**src/rtl/lsq_mem_sched.sv**
```systemverilog
// Purpose: shares the single data-memory port between the load queue and the store data queue.
//          It arbitrates, holds the request until memory accepts it, tracks the one
//          outstanding load, and returns load data to its LDQ entry.
// Latency: grant and mem_req_valid appear 1 cycle after a request. ld_resp_valid appears 1 cycle after mem_resp_valid.
// Backpressure: a request is held stable while mem_req_ready is low. Requesters are ignored while busy.
// Ports:   ld_req_* / st_req_*  -> request inputs from the LDQ / SDQ. ld_grant / st_grant are the accept pulses.
//          mem_req_* / mem_resp_* -> memory port.
//          ld_resp_* -> load writeback. flush squashes in-flight loads. busy = not IDLE.
// Option:  define LSQ_SCHED_AGING_EN so that a waiting store wins after STARVE_LIMIT consecutive load grants.
module lsq_mem_sched #(
  parameter int LDQ_ENTRIES  = 16,
  parameter int SDQ_ENTRIES  = 16,
  parameter int STARVE_LIMIT = 8,
  localparam int LIW = $clog2(LDQ_ENTRIES),
  localparam int SIW = $clog2(SDQ_ENTRIES)
) (
  input  logic            clk,
  input  logic            rst_n,
  input  logic            ld_req_valid,
  input  logic [LIW-1:0]  ld_req_idx,
  input  logic [31:0]     ld_req_addr,
  output logic            ld_grant,
  input  logic            st_req_valid,
  input  logic [SIW-1:0]  st_req_idx,
  input  logic [31:0]     st_req_addr,
  input  logic [31:0]     st_req_data,
  output logic            st_grant,
  input  logic            flush,
  output logic            mem_req_valid,
  input  logic            mem_req_ready,
  output logic            mem_req_we,
  output logic [31:0]     mem_req_addr,
  output logic [31:0]     mem_req_wdata,
  input  logic            mem_resp_valid,
  input  logic [31:0]     mem_resp_data,
  output logic            ld_resp_valid,
  output logic [LIW-1:0]  ld_resp_idx,
  output logic [31:0]     ld_resp_data,
  output logic            busy
);

  typedef enum logic [1:0] {IDLE, REQ, WAIT} state_t;

  state_t           state_q;
  logic             squash_q;
  logic [LIW-1:0]   idx_q;
  logic             age_force;
  logic             pick_st;
  logic             pick_ld;
  logic             arb_en;

  // A store never produces a response, so its SDQ index is not needed after the grant.
  logic unused_st_idx;
  assign unused_st_idx = ^st_req_idx;

`ifdef LSQ_SCHED_AGING_EN
  localparam int CW = $clog2(STARVE_LIMIT + 1);
  logic [CW-1:0] age_q;

  assign age_force = (age_q == CW'(STARVE_LIMIT));

  // Count the load grants issued while a store is waiting. The count saturates at the limit.
  always_ff @(posedge clk or negedge rst_n) begin
    if (!rst_n) begin
      age_q <= '0;
    end else if (!st_req_valid) begin
      age_q <= '0;
    end else if (arb_en && pick_st) begin
      age_q <= '0;
    end else if (arb_en && pick_ld && !age_force) begin
      age_q <= age_q + CW'(1);
    end
  end
`else
  assign age_force = 1'b0;
`endif

  assign arb_en  = (state_q == IDLE) && !flush;
  assign pick_st = st_req_valid && (!ld_req_valid || age_force);
  assign pick_ld = ld_req_valid && !pick_st;
  assign busy    = (state_q != IDLE);

  always_ff @(posedge clk or negedge rst_n) begin
    if (!rst_n) begin
      state_q       <= IDLE;
      squash_q      <= 1'b0;
      idx_q         <= '0;
      ld_grant      <= 1'b0;
      st_grant      <= 1'b0;
      mem_req_valid <= 1'b0;
      mem_req_we    <= 1'b0;
      mem_req_addr  <= '0;
      mem_req_wdata <= '0;
      ld_resp_valid <= 1'b0;
      ld_resp_idx   <= '0;
      ld_resp_data  <= '0;
    end else begin
      ld_grant      <= 1'b0;
      st_grant      <= 1'b0;
      ld_resp_valid <= 1'b0;
      case (state_q)
        IDLE: begin
          if (arb_en && (pick_ld || pick_st)) begin
            state_q       <= REQ;
            mem_req_valid <= 1'b1;
            mem_req_we    <= pick_st;
            mem_req_addr  <= pick_st ? st_req_addr : ld_req_addr;
            mem_req_wdata <= pick_st ? st_req_data : 32'd0;
            ld_grant      <= pick_ld;
            st_grant      <= pick_st;
            if (pick_ld) idx_q <= ld_req_idx;
          end
        end
        REQ: begin
          // A flushed load is not withdrawn. It is marked so that its data is discarded later.
          if (flush && !mem_req_we) squash_q <= 1'b1;
          if (mem_req_ready) begin
            mem_req_valid <= 1'b0;
            state_q       <= mem_req_we ? IDLE : WAIT;
          end
        end
        WAIT: begin
          if (flush) squash_q <= 1'b1;
          if (mem_resp_valid) begin
            state_q  <= IDLE;
            squash_q <= 1'b0;
            // A flush in the same cycle as the response also drops it.
            if (!squash_q && !flush) begin
              ld_resp_valid <= 1'b1;
              ld_resp_idx   <= idx_q;
              ld_resp_data  <= mem_resp_data;
            end
          end
        end
        default: state_q <= IDLE;
      endcase
    end
  end

endmodule

```
**config.mk**
```make
export PLATFORM = sky130hd
export DESIGN_NAME = lsq_mem_sched
export DESIGN_NICKNAME = d
export VERILOG_FILES = /design/src/rtl/lsq_mem_sched.sv
export SDC_FILE = /design/constraint.sdc
export NUM_CORES = 1
export LEC_CHECK = 0
export ABC_AREA = 1
export BUFFER_PORTS_ARGS = -buffer_cell sky130_fd_sc_hd__buf_2
export CORE_MARGIN = 2
export CORE_UTILIZATION = 46
export DETAILED_ROUTE_END_ITERATION = 6
export PLACE_DENSITY = 0.81
export SYNTH_ARGS = -nofsm -noshare
export SYNTH_HDL_FRONTEND = slang
export SYNTH_SLANG_ARGS = --single-unit
```
**constraint.sdc**
```tcl
create_clock -name clk -period 1.61 [get_ports clk]
set_input_delay 0 -clock clk [delete_from_list [all_inputs] [get_ports clk]]
set_output_delay 0 -clock clk [all_outputs]
set_load 0.05 [all_outputs]
```
==> implementation parameters, run 1 <==
Parameter                              Value

Power and ir drop
  Net switching power ... approximately 7.7 mW
  Clock network power share ... approximately 12%
  Int Pwr ... 6.63 mW
  Switching portion of total power ... 53.8%
  Fraction of power consumed by sequential logic ... 32.2%
  Power density over cell area ... approximately 1800 mW/mm²
  Peak supply drop ... 1310 µV
  Power Total ... about 14 mW
  Relative contribution of combinational cells to total power ... between 50% and 60%
  Leakage power figure ... roughly 4.6 nW

Drt
  Number of vias in the routed layout ... 5,726
  DRT iter0 DRCs ... 555
  Sum of routed wire segments on met1 ... 6500 µm
  Number of design rule violations left after detail routing ... 0
  Final routed wire length divided by cell count ... approximately 15 µm
  Post-DRT Antenna Nets ... 0
  Vias per cell ... 5.14
  Met3 WL ... approximately 1600 µm
  Met2 WL ... between 8000 and 9000 µm
  Number of search-and-repair iterations in the first detailed-routing pass ... 5
  Highest Signal Layer ... met4
  Final wirelength ... 17,200 µm

Timing
  Final Critical Period ... 1.47 ns
  Post-layout worst setup margin ... 0.142 ns
  Final period util ... between 90 and 100%
  Final setup fails ... 0
  Maximum clock frequency ... 681 MHz
  Slew @ Worst Pin ... 0.425 ns
  Unrepaired setup endpoints after global routing ... false
  Total negative slack ... 0 ns
  Hold Fails Final Rpt ... 0
  Worst clock skew on the final layout ... around 0.015 ns
  Max-slew headroom ... 71.6%
  Total count of max-transition violations in the final report ... 0

GRT
  Total global routing track utilization ... a little under a third
  Initial antenna violation count ... 0
  Wire length of the first global-routing pass ... 27,400 µm
  Via count of the first global-routing pass ... ~5.7k
  Largest net degree at the start of global routing ... 50
  Remaining Overflow, GRT ... 0

Worst setup path
  Depth of the most critical reg-to-reg path ... 6
  Maximum fanout along the worst path ... 15
  CP required ... 1.61 ns
  Ordered list of cells on the worst path ... nor2_4 > buf_6 > inv_1 > buf_2
  Max stage delay cell, worst path ... dfrtp_1
  Nature of the critical path endpoint ... output port
  Critical path's top delay family ... flip-flops
  Max stage delay on crit path ... 0.47 ns
  R2r endpoint ... mem_req_addr[13]$_DFFE_PN0P_
  Critical Path AT ... 1.47 ns
  Buf+Inv Stages, Crit Path ... 3
  R2R setup slack ... about 0.20 ns
  Crit path launch type ... register
  Setup CP Type ... register to output port
  Launch instance of the worst register-to-register path ... state_q[0]$_DFFE_PN0P_
  Worst path depth ... 4

Yosys
  Count of different cell masters after synthesis ... 17
  Synth Area in Simple Gates ... a little under two fifths
  Dominant combinational cell family by area after synthesis ... simple AND/OR/NAND/NOR gates
  Number of instances in the synthesized netlist ... 601
  Fraction of the mapped netlist area in compound gates ... less than 1%
  Register area share after synthesis ... 57.4%
  Syn Std Cell Area ... between 0.004 and 0.005 mm²
  XOR/XNOR Fraction of Synth Area ... 0%
  Share of cell area taken by muxes after synthesis ... 0%
  Syn avg cell area ... 8.13 µm²
  Count of synthesis-stage warnings from yosys ... 0
  Flip-flop and latch count after synthesis ... 112
  Adder-cell share of the synthesized area ... 0%
  Synthesized netlist net count ... roughly 740

CTS
  H-Tree Depth ... 3
  Clock sink count ... 112
  Maximum clock insertion buffer count ... 2
  CTS root buf ... clkbuf_8
  Total setup buffers inserted after CTS ... 0
  Clock slew seen by the registers of the worst setup and hold paths ... around 0.10 ns
  Insertion delay to the later sink of the worst-skew pair ... 0.37 ns
  TritonCTS clock tree ... yes
  CTS buffer count ... 9

Outcome
  Status ... finished, final reports clean

Placed design
  Number of placed instances, taps included ... between 900 and 1k
  Pre-CTS setup slack ... between 0.2 and 0.3 ns
  Port Buffers ... between 200 and 250
  HPWL after DPL ... 9500 µm
  Placer congestion estimate ... slightly above 0.8

Finish
  Multi-input logic area ... about 0.0018 mm²
  Number of inserted diodes ... 0
  FILL cells ... about 650
  Post-route non-filler standard cell count ... 1,113
  Sequential cell area in the final layout ... between 0.002 and 0.003 mm²
  Proportion of layout cells with a drive suffix above 1 ... a little under 30%
  Layout overhead on the synthesized area ... 61.3%
  Number of nets in the finished design ... 1,115

Floorplanning
  Number of core rows ... 37
  Starting density of the core ... about 47%
  Total Die Area ... 0.0115 mm²
  IO Count ... about 250
  Floorplan die width ... roughly 110 µm
  Vertical extent of the die ... 107 µm
  Core Box Area ... ~0.010 mm²

Min path
  Number of stages on the worst hold path ... 5
  Worst hold path startpoint ... flush
  Min-Delay Endpoint ... squash_q$_DFFE_PN0P_
  Class of the worst hold path ... input pin to register

Run
  Max-cap check violation count ... 0
-- through the flow --
step / hold WS (ns) / cell area (µm²) / util (%)
floorplan: -0.296 / 4880 / -
global route: 0.102 / 7880 / 76.3
finish: 0.0460 / 7880 / 76.3
global placement: -0.0423 / 6250 / 60.6
detailed placement: -0.0415 / 6250 / 60.6
CTS: 0.0412 / 7840 / 75.9
-- power groups by stage --
| stage | Sequential (mW) | Clock (mW) | Combinational (mW) |
|---|---|---|---|
| floorplan | 8.44 | 0 | 1.75 |
| global placement | 4.61 | 0 | 7.43 |
| detailed placement | 4.61 | 0 | 7.54 |
| CTS | 4.59 | 1.81 | 7.82 |
| global route | 4.75 | 1.92 | 8.44 |
| finish | 4.62 | 1.77 | 7.97 |
-- cell usage after synthesis, drive strengths merged --
cell,number,area share [%]
buf,24,2.7
clkbuf,15,1.2
clkinv,1,0.077
dfrtp,112,57
inv,16,1.2
nand2,310,24
nand3,72,7.6
nand4,33,4.2
nor2,11,1.1
o21ai,7,0.72
-- final cells by class --
class                   instances  area share [%]
clock buffers                  10            1.75
clock inverters                 6           0.953
inverters                      17           0.810
multi-input cells             433            23.4
flip-flops and latches        112            35.6
well taps                     136            2.16
repair buffers                399            35.4
-- layer usage --
| layer | up-vias | global-route usage (%) |
|---|---|---|
| met3 | 74 | 7.29 |
| li1 | 2652 | - |
| met5 | - | 0 |
| met1 | 2638 | 36.9 |
| met4 | 0 | 14.9 |
| met2 | 362 | 50.4 |
-- state kept, by name (all words and copies together) (netlist names), 2 cells and up --
signal and flops:
idx_q 4, mem_req_addr 32, ld_resp_data 32, mem_req_wdata 32, ld_resp_idx 4, state_q 2
-- how the worst max path moves through the flow --
stage	from	to
finish	state_q[0]$_DFFE_PN0P_	busy
CTS	st_req_valid	mem_req_addr[29]$_DFFE_PN0P_
global route	state_q[0]$_DFFE_PN0P_	busy
floorplan	state_q[0]$_DFFE_PN0P_	mem_req_we$_DFFE_PN0P_
detailed placement	state_q[0]$_DFFE_PN0P_	mem_req_addr[19]$_DFFE_PN0P_
global placement	state_q[0]$_DFFE_PN0P_	mem_req_addr[16]$_DFFE_PN0P_
-- timing repair --
action	in CTS	in global routing
resized for setup	0	6
setup endpoints to repair	0	32
endpoints found under the hold margin	217	0
hold buffers	137	0
-- worst reg2reg max path, cell delays in order (launching register included) --
cell and delay [ns]:
dfrtp_1 0.47, nor2_4 0.20, nand2_1 0.11, nor2_2 0.11, buf_4 0.26, nand2_1 0.11, nand2_1 0.09
-- cell families (layout without fill, tap and decap cells) --
kind of cell	count (synthesis)	after routing
AOI/OAI and AO/OA	7	7
buffers and inverters	56	432
DFF	112	112
and+or+nand+nor	426	426
-- layout by cell type, fill, tap and decap left out, types with 3 or more instances in the layout --
| master | instances |
|---|---|
| dfrtp_1 | 112 |
| o21ai_0 | 6 |
| buf_12 | 3 |
| clkbuf_8 | 10 |
| dlygate4sd3_1 | 136 |
| nor2_2 | 4 |
| nand4_1 | 33 |
| nand3_1 | 70 |
| buf_2 | 243 |
| nand2_1 | 309 |
| buf_4 | 15 |
| inv_1 | 15 |
| nor2_1 | 6 |
(Power assumes the default switching activity.)
==> run 2, diff against run 1 <==
Settings changed: ABC_AREA 1 to default, CORE_UTILIZATION 46 to 44, PLACE_DENSITY 0.81 to 0.79.
==> run 2 against run 1 <==
Compared with the run above: non-clock buffer count shrank 14; area after synthesis decreased by 7.8%; flip-flop and latch count stayed put; critical endpoint is now ld_resp_data[3]$_DFFE_PN0P_; largest cell class unchanged; first-iteration DRC count is 68% lower; wire length is 22% lower.
==> implementation parameters, run 2 <==
Parameter                              Value

Drt
  Post-DRT Antenna Nets ... 0 (unchanged)
  DRT iter0 DRCs ... 176 (was 555)
  Final routed wire length divided by cell count ... 16.7 µm (was 15.5 µm)
  Final wirelength ... 13,400 µm (was 17,200 µm)
  Number of design rule violations left after detail routing ... 0 (unchanged)
  Number of vias in the routed layout ... 3,941 (was 5,726)
  Number of search-and-repair iterations in the first detailed-routing pass ... 4 (was 5)
  Vias per cell ... 4.90 (was 5.14)

Timing
  Maximum clock frequency ... 659 MHz (was 681 MHz)
  Post-layout worst setup margin ... 0.0934 ns (was 0.142 ns)
  Worst clock skew on the final layout ... 0.0125 ns (was 0.0147 ns)
  Hold Fails Final Rpt ... 0 (unchanged)
  Final Critical Period ... 1.52 ns (was 1.47 ns)
  Final period util ... 94.2% (was 91.2%)
  Total count of max-transition violations in the final report ... 0 (unchanged)
  Slew @ Worst Pin ... 0.591 ns (was 0.425 ns)
  Final setup fails ... 0 (unchanged)
  Max-slew headroom ... 60.6% (was 71.6%)
  Unrepaired setup endpoints after global routing ... false (unchanged)

Yosys
  Most common cell in the synthesized netlist ... dfrtp_1 (was nand2_1)
  Register area share after synthesis ... 62.2% (was 57.4%)
  Most used standard cells in the synthesized netlist ... dfrtp_1 (112), mux2_2 (99), a22o_1 (32) (was nand2_1 (310), dfrtp_1 (112), nand3_1 (70))
  Most area-hungry cell type in the Yosys netlist ... dfrtp_1 (unchanged)
  Syn avg cell area ... 15.6 µm² (was 8.13 µm²)
  Syn Std Cell Area ... 0.00450 mm² (was 0.00488 mm²)
  Number of instances in the synthesized netlist ... 289 (was 601)
  Commonest register cell after synthesis ... dfrtp_1 (unchanged)
  Share of the synthesized area in the top cell type ... 62.2% (was 57.4%)
  Proportion of synthesized flip-flops having asynchronous set or reset ... 100% (unchanged)
  Leading post-synthesis cells by cell area ... dfrtp_1 (62%), mux2_2 (25%), a22o_1 (6.2%) (was dfrtp_1 (57%), nand2_1 (24%), nand3_1 (7.2%))
  Count of different cell masters after synthesis ... 22 (was 17)
  Flip-flop and latch count after synthesis ... 112 (unchanged)
  Post-synth EDFFs ... 0 (unchanged)
  Synthesized netlist net count ... 432 (was 744)
  Count of synthesis-stage warnings from yosys ... 0 (unchanged)

Floorplanning
  Vertical extent of the die ... 105 µm (was 107 µm)
  Floorplan die width ... 105 µm (was 107 µm)
  Starting density of the core ... 45.6% (was 47.3%)
  Total Die Area ... 0.0111 mm² (was 0.0115 mm²)
  Core Box Area ... 0.00986 mm² (was 0.0103 mm²)
  IO Count ... 249 (unchanged)
  Number of core rows ... 36 (was 37)

Finish
  Fraction of the core area covered by cells at the end of the flow ... 75.6% (was 76.3%)
  Leading cell types in the layout, fill and taps excluded ... buf_2 (243), dlygate4sd3_1 (133), dfrtp_1 (111) (was nand2_1 (309), buf_2 (243), dlygate4sd3_1 (136))
  Proportion of layout cells with a drive suffix above 1 ... 55.7% (was 29.5%)
  Commonest non-fill, non-tap cell in the layout ... buf_2 (was nand2_1)
  Largest registers ranked by flip-flop count ... ld_resp_data x32, mem_req_addr x32, mem_req_wdata x32 (unchanged)
  Number of nets in the finished design ... 808 (was 1,115)
  Layout overhead on the synthesized area ... 65.7% (was 61.3%)

Worst setup path
  Nature of the critical path endpoint ... register (was output port)
  Maximum fanout along the worst path ... 37 (was 15)
  Critical Path AT ... 1.77 ns (was 1.47 ns)
  CP required ... 1.86 ns (was 1.61 ns)
  R2R setup slack ... 0.09 ns (was 0.20 ns)
  Max stage delay on crit path ... 0.44 ns (was 0.47 ns)
  Crit path launch type ... register (unchanged)
  Setup CP Type ... register to register (was register to output port)
  Ordered list of cells on the worst path ... nor4_4 > buf_12 > mux2_2 (was nor2_4 > buf_6 > inv_1 > buf_2)
  Max stage delay cell, worst path ... dfrtp_1 (unchanged)

GRT
  Total global routing track utilization ... 24.7% (was 30.3%)
  Largest net degree at the start of global routing ... 113 (was 50)
  Initial antenna violation count ... 1 (was 0)
  Via count of the first global-routing pass ... 4,369 (was 5,706)
  Wire length of the first global-routing pass ... 21,500 µm (was 27,400 µm)
  Remaining Overflow, GRT ... 0 (unchanged)

Placed design
  HPWL after DPL ... 7820 µm (was 9500 µm)
  Port Buffers ... 244 (unchanged)
  Pre-CTS setup slack ... 0.0612 ns (was 0.297 ns)
  Placer congestion estimate ... 0.752 (was 0.807)

CTS
  TritonCTS clock tree ... yes (unchanged)
  CTS root buf ... clkbuf_8 (unchanged)
  CTS buffer count ... 9 (unchanged)
  Clock sink count ... 112 (unchanged)
  Total setup buffers inserted after CTS ... 0 (unchanged)
  Clock slew seen by the registers of the worst setup and hold paths ... 0.10 ns (about the same)
  Maximum clock insertion buffer count ... 2 (unchanged)
  Insertion delay to the later sink of the worst-skew pair ... 0.38 ns (was 0.37 ns)
  H-Tree Depth ... 3 (unchanged)

Run
  Max-cap check violation count ... 0 (unchanged)

Min path
  Class of the worst hold path ... input pin to register (unchanged)

Outcome
  Status ... finished, final reports clean (unchanged)

Power and ir drop
  Peak supply drop ... 1270 µV (was 1310 µV)
  Leakage power figure ... 3.82 nW (was 4.56 nW)
  Power density over cell area ... 1800 mW/mm² (was 1820 mW/mm²)
run 2: what timing repair did:
action / CTS / global route
hold buffers: 133 / 0
endpoints found under the setup margin: 0 / 13
resized for setup: 0 / 2
hold endpoints to repair: 215 / 0
run 2: worst max-delay path: cells and delay by family (launching register included):
family	cells	cell delay, ns
DFF	1	0.44
muxes	1	0.37
and+or+nand+nor	1	0.31
buffers and inverters	1	0.26
run 2: layout make-up:
class                           count  area [µm²]
Timing Repair Buffer              385        2690
Sequential cell                   112        2800
Fill cell                         603        2400
Multi-Input combinational cell    156        1600
Clock buffer                        9         124
Tap cell                          133         166
Antenna cell                        1        2.50
Inverter                            1        3.75
Clock inverter                      7        72.6
run 2: cells by family (layout without fill, tap and decap cells):
| group | after synthesis | count (layout) | synth area share [%] |
|---|---|---|---|
| flip-flops | 112 | 112 | 62.2 |
| AND/OR/NAND/NOR | 13 | 13 | 1.89 |
| multiplexers | 104 | 104 | 26.0 |
| AO/OA/AOI/OAI | 39 | 39 | 7.17 |
| other | 0 | 1 | 0 |
| buffers and inverters | 21 | 402 | 2.70 |
run 2: stage by stage:
step | area [µm²] | power, mW | hold WS (ns) | TNS [ns] | instances
2_1_floorplan | 4500 | 9.69 | -0.296 | -2.19 | 289
3_3_place_gp | 5930 | 11.3 | 0.121 | 0 | 654
3_5_place_dp | 5930 | 11.5 | 0.129 | 0 | 654
4_1_cts | 7460 | 13.4 | 0.00459 | 0 | 803
5_1_grt | 7460 | 14.0 | 0.0134 | 0 | 803
6_report | 7460 | 13.4 | 0.0166 | 0 | 804
run 2: routing by layer:
metal | GRT usage, % | vias up | routed length [µm]
li1 | - | 1794 | -
met1 | 27.0 | 1930 | 4980
met2 | 45.6 | 185 | 7090
met3 | 7.17 | 32 | 983
met4 | 8.19 | 0 | 357
met5 | 0 | - | 0
run 2: power by group:
group / internal [mW] / switching [mW]
Combinational: 2.15 / 5.08
Sequential: 3.92 / 0.612
Clock: 0.612 / 1.02
Total: 6.69 / 6.71
run 2: worst paths after layout:
| path | from | end | cells after the start |
|---|---|---|---|
| setup / recovery | state_q[0]$_DFFE_PN0P_ | ld_resp_data[3]$_DFFE_PN0P_ | 3 |
| hold / removal | ld_req_addr[20] | mem_req_addr[20]$_DFFE_PN0P_ | 3 |
| setup reg to reg | state_q[0]$_DFFE_PN0P_ | ld_resp_data[3]$_DFFE_PN0P_ | 3 |
| hold reg to reg | idx_q[3]$_DFFE_PN0P_ | ld_resp_idx[3]$_DFFE_PN0P_ | 1 |
| max in group asynchronous | rst_n | mem_req_addr[20]$_DFFE_PN0P_ | 3 |
| min in group asynchronous | rst_n | ld_resp_data[29]$_DFFE_PN0P_ | 3 |
==> run 3, diff against run 2 <==
--- a/config.mk
+++ b/config.mk
@@ -8,3 +8,2 @@
 export BUFFER_PORTS_ARGS = -buffer_cell sky130_fd_sc_hd__buf_2
-export CORE_MARGIN = 2
 export CORE_UTILIZATION = 44
==> constraint.sdc (replaced) <==
create_clock -name clk -period 1.61 [get_ports clk]
set_input_delay 0.322 -clock clk [delete_from_list [all_inputs] [get_ports clk]]
set_output_delay 0.322 -clock clk [all_outputs]
set_load 0.05 [all_outputs]
==> run 3 against run 2 <==
Compared with the run above: the flow now finishes with violations (setup timing); count of clock-buffer cells in the layout is the same; fmax shrank 6.9%; utilization shrank 11 points; clock power grew 4%; setup slack lost 0.11 ns; highest routed layer unchanged; wire length shrank 17%; flip-flop and latch count is the same.
==> implementation parameters, run 3 (synthesis gave the netlist of run 2 again) <==
Parameter                              Value

Outcome
  Status ... finished, violations left (was finished, final reports clean)
  Failing checks ... setup timing

Run
  Max-cap check violation count ... 0 (unchanged)

Finish
  Number of inserted diodes ... 0 (was 1)
  Leading cell types in the layout, fill and taps excluded ... buf_2 (242), dfrtp_1 (110), mux2_2 (85) (was buf_2 (243), dlygate4sd3_1 (133), dfrtp_1 (111))
  Number of nets in the finished design ... 687 (was 808)
  Area of all placed cells without fillers ... 0.00640 mm² (was 0.00746 mm²)
  Largest registers ranked by flip-flop count ... ld_resp_data x32, mem_req_addr x32, mem_req_wdata x32 (unchanged)
  Proportion of layout cells with a drive suffix above 1 ... 70.3% (was 55.7%)
  Layout overhead on the synthesized area ... 42.2% (was 65.7%)
  Commonest non-fill, non-tap cell in the layout ... buf_2 (unchanged)
  Post-route non-filler standard cell count ... 682 (was 804)
  FILL cells ... 742 (was 603)

Worst setup path
  Maximum fanout along the worst path ... 9 (was 37)
  Critical Path AT ... 1.89 ns (was 1.77 ns)
  Ordered list of cells on the worst path ... nand2_2 > nor4_4 > buf_6 > clkbuf_16 > mux2_2 (was nor4_4 > buf_12 > mux2_2)
  Buf+Inv Stages, Crit Path ... 2 (was 1)
  Worst Setup EP ... ld_resp_data[21]$_DFFE_PN0P_ (was ld_resp_data[3]$_DFFE_PN0P_)
  Beginning of the critical path ... state_q[1]$_DFFE_PN0P_ (was state_q[0]$_DFFE_PN0P_)
  Max stage delay cell, worst path ... dfrtp_2 (was dfrtp_1)
  CP required ... 1.87 ns (was 1.86 ns)
  Launch instance of the worst register-to-register path ... state_q[1]$_DFFE_PN0P_ (was state_q[0]$_DFFE_PN0P_)
  Crit path launch type ... register (unchanged)
  Worst path depth ... 5 (was 3)
  Nature of the critical path endpoint ... register (unchanged)
  Depth of the most critical reg-to-reg path ... 5 (was 3)
  Critical path's top delay family ... flip-flops (unchanged)
  R2R setup slack ... -0.02 ns (was 0.09 ns)
  Max stage delay on crit path ... 0.45 ns (was 0.44 ns)
  R2r endpoint ... ld_resp_data[21]$_DFFE_PN0P_ (was ld_resp_data[3]$_DFFE_PN0P_)
  Setup CP Type ... register to register (unchanged)

Timing
  Worst clock skew on the final layout ... 0.0205 ns (was 0.0125 ns)
  Final Critical Period ... 1.63 ns (was 1.52 ns)
  Unrepaired setup endpoints after global routing ... true (was false)
  Max-slew headroom ... 77.2% (was 60.6%)
  Final setup fails ... 10 (was 0)
  Maximum clock frequency ... 614 MHz (was 659 MHz)
  Hold Fails Final Rpt ... 0 (unchanged)
  Final period util ... 101% (was 94.2%)
  Total count of max-transition violations in the final report ... 0 (unchanged)
  Post-layout worst setup margin ... -0.0195 ns (was 0.0934 ns)
  Slew @ Worst Pin ... 0.341 ns (was 0.591 ns)
  Total negative slack ... -0.0979 ns (was 0 ns)

Floorplanning
  Total Die Area ... 0.0106 mm² (was 0.0111 mm²)
  Floorplan die width ... 103 µm (was 105 µm)
  Starting density of the core ... 45.6% (unchanged)
  Core Box Area ... 0.00986 mm² (unchanged)
  IO Count ... 249 (unchanged)
  Number of core rows ... 36 (unchanged)
  Vertical extent of the die ... 103 µm (was 105 µm)

Power and ir drop
  Power Total ... 13.3 mW (was 13.4 mW)
  Peak supply drop ... 1140 µV (was 1270 µV)
  Leakage power figure ... 3.39 nW (was 3.82 nW)
  Power density over cell area ... 2080 mW/mm² (was 1800 mW/mm²)

Placed design
  Placement Cell Area ... 0.00598 mm² (was 0.00593 mm²)
  Placer congestion estimate ... 0.764 (was 0.752)
  HPWL after DPL ... 7780 µm (was 7820 µm)
  Number of placed instances, taps included ... 658 (was 654)
  Port Buffers ... 244 (unchanged)

GRT
  Total global routing track utilization ... 18.7% (was 24.7%)
  Wire length of the first global-routing pass ... 15,100 µm (was 21,500 µm)
  Initial antenna violation count ... 0 (was 1)
  Largest net degree at the start of global routing ... 65 (was 113)
  Via count of the first global-routing pass ... 3,237 (was 4,369)
  Remaining Overflow, GRT ... 0 (unchanged)

Drt
  Number of search-and-repair iterations in the first detailed-routing pass ... 4 (unchanged)
  DRT iter0 DRCs ... 46 (was 176)
  Number of vias in the routed layout ... 3,365 (was 3,941)
  Number of design rule violations left after detail routing ... 0 (unchanged)
  Post-DRT Antenna Nets ... 0 (unchanged)
  Final wirelength ... 11,100 µm (was 13,400 µm)
  Vias per cell ... 4.93 (was 4.90)
  Final routed wire length divided by cell count ... 16.2 µm (was 16.7 µm)

CTS
  CTS root buf ... clkbuf_8 (unchanged)
  Maximum clock insertion buffer count ... 2 (unchanged)
  Clock sink count ... 112 (unchanged)
  Insertion delay to the later sink of the worst-skew pair ... 0.38 ns (about the same)
  CTS buffer count ... 9 (unchanged)
  H-Tree Depth ... 3 (unchanged)
  TritonCTS clock tree ... yes (unchanged)
  Clock slew seen by the registers of the worst setup and hold paths ... 0.13 ns (was 0.10 ns)

Min path
  Number of stages on the worst hold path ... 2 (was 3)
  Class of the worst hold path ... input pin to register (unchanged)
[run 3: changes by cell type in the layout (fill, tap and decap cells not counted), sizes merged]
cell	delta
buf	+8
clkbuf	+3
clkinv	+1
clkinvlp	-1
diode	-1
dlygate4sd3	-132
[run 3: power by group]
| part | internal (mW) | switching (mW) | total, mW |
|---|---|---|---|
| Clock | 0.631 | 1.06 | 1.69 |
| Combinational | 2.11 | 5.01 | 7.12 |
| Sequential | 3.92 | 0.602 | 4.52 |
| Total | 6.66 | 6.68 | 13.3 |
[run 3: stage by stage]
step	hold WS, ns	worst slack (ns)	util (%)
6_report	0.155	-0.0195	64.9
5_1_grt	0.137	-0.0633	64.9
4_1_cts	0.146	-0.0272	63.2
3_5_place_dp	0.344	-0.0374	60.7
3_3_place_gp	0.331	0.0441	60.7
2_1_floorplan	0.0264	-0.0763	-
[run 3: final cells by class]
cell class              count  area, µm²  area share, %
well taps                 133        166           2.60
repair buffers            264       1560           24.3
clock buffers               9        124           1.93
clock inverters             7       81.3           1.27
inverters                   1       3.75         0.0586
multi-input cells         156       1670           26.0
flip-flops and latches    112       2810           43.8
[run 3: routing by layer]
layer,global-route usage (%),wire [µm]
met4,5.31,140
met2,32.7,5640
met1,22.5,4580
met5,0,0
met3,5.29,720
[run 3: repair_timing]
| action | 4_1_cts | 5_1_grt |
|---|---|---|
| gates resized for setup | 8 | 18 |
| setup endpoints to repair | 40 | 81 |
| gates cloned | 0 | 5 |
| endpoints found under the hold margin | 112 | 0 |
| pin swaps | 1 | 3 |
| buffers inserted | 1 | 1 |
| hold buffers | 1 | 0 |
[run 3: worst min path at each step]
stage               startpoint                            end  slack [ns]
5_1_grt        st_req_data[28]  mem_req_wdata[28]$_DFFE_PN0P_        0.14
2_1_floorplan            rst_n           idx_q[0]$_DFFE_PN0P_        0.03
3_3_place_gp             rst_n   ld_resp_data[20]$_DFFE_PN0P_        0.33
6_report        st_req_data[8]   mem_req_wdata[8]$_DFFE_PN0P_        0.16
3_5_place_dp             rst_n   ld_resp_data[20]$_DFFE_PN0P_        0.34
4_1_cts        st_req_data[20]  mem_req_wdata[20]$_DFFE_PN0P_        0.15
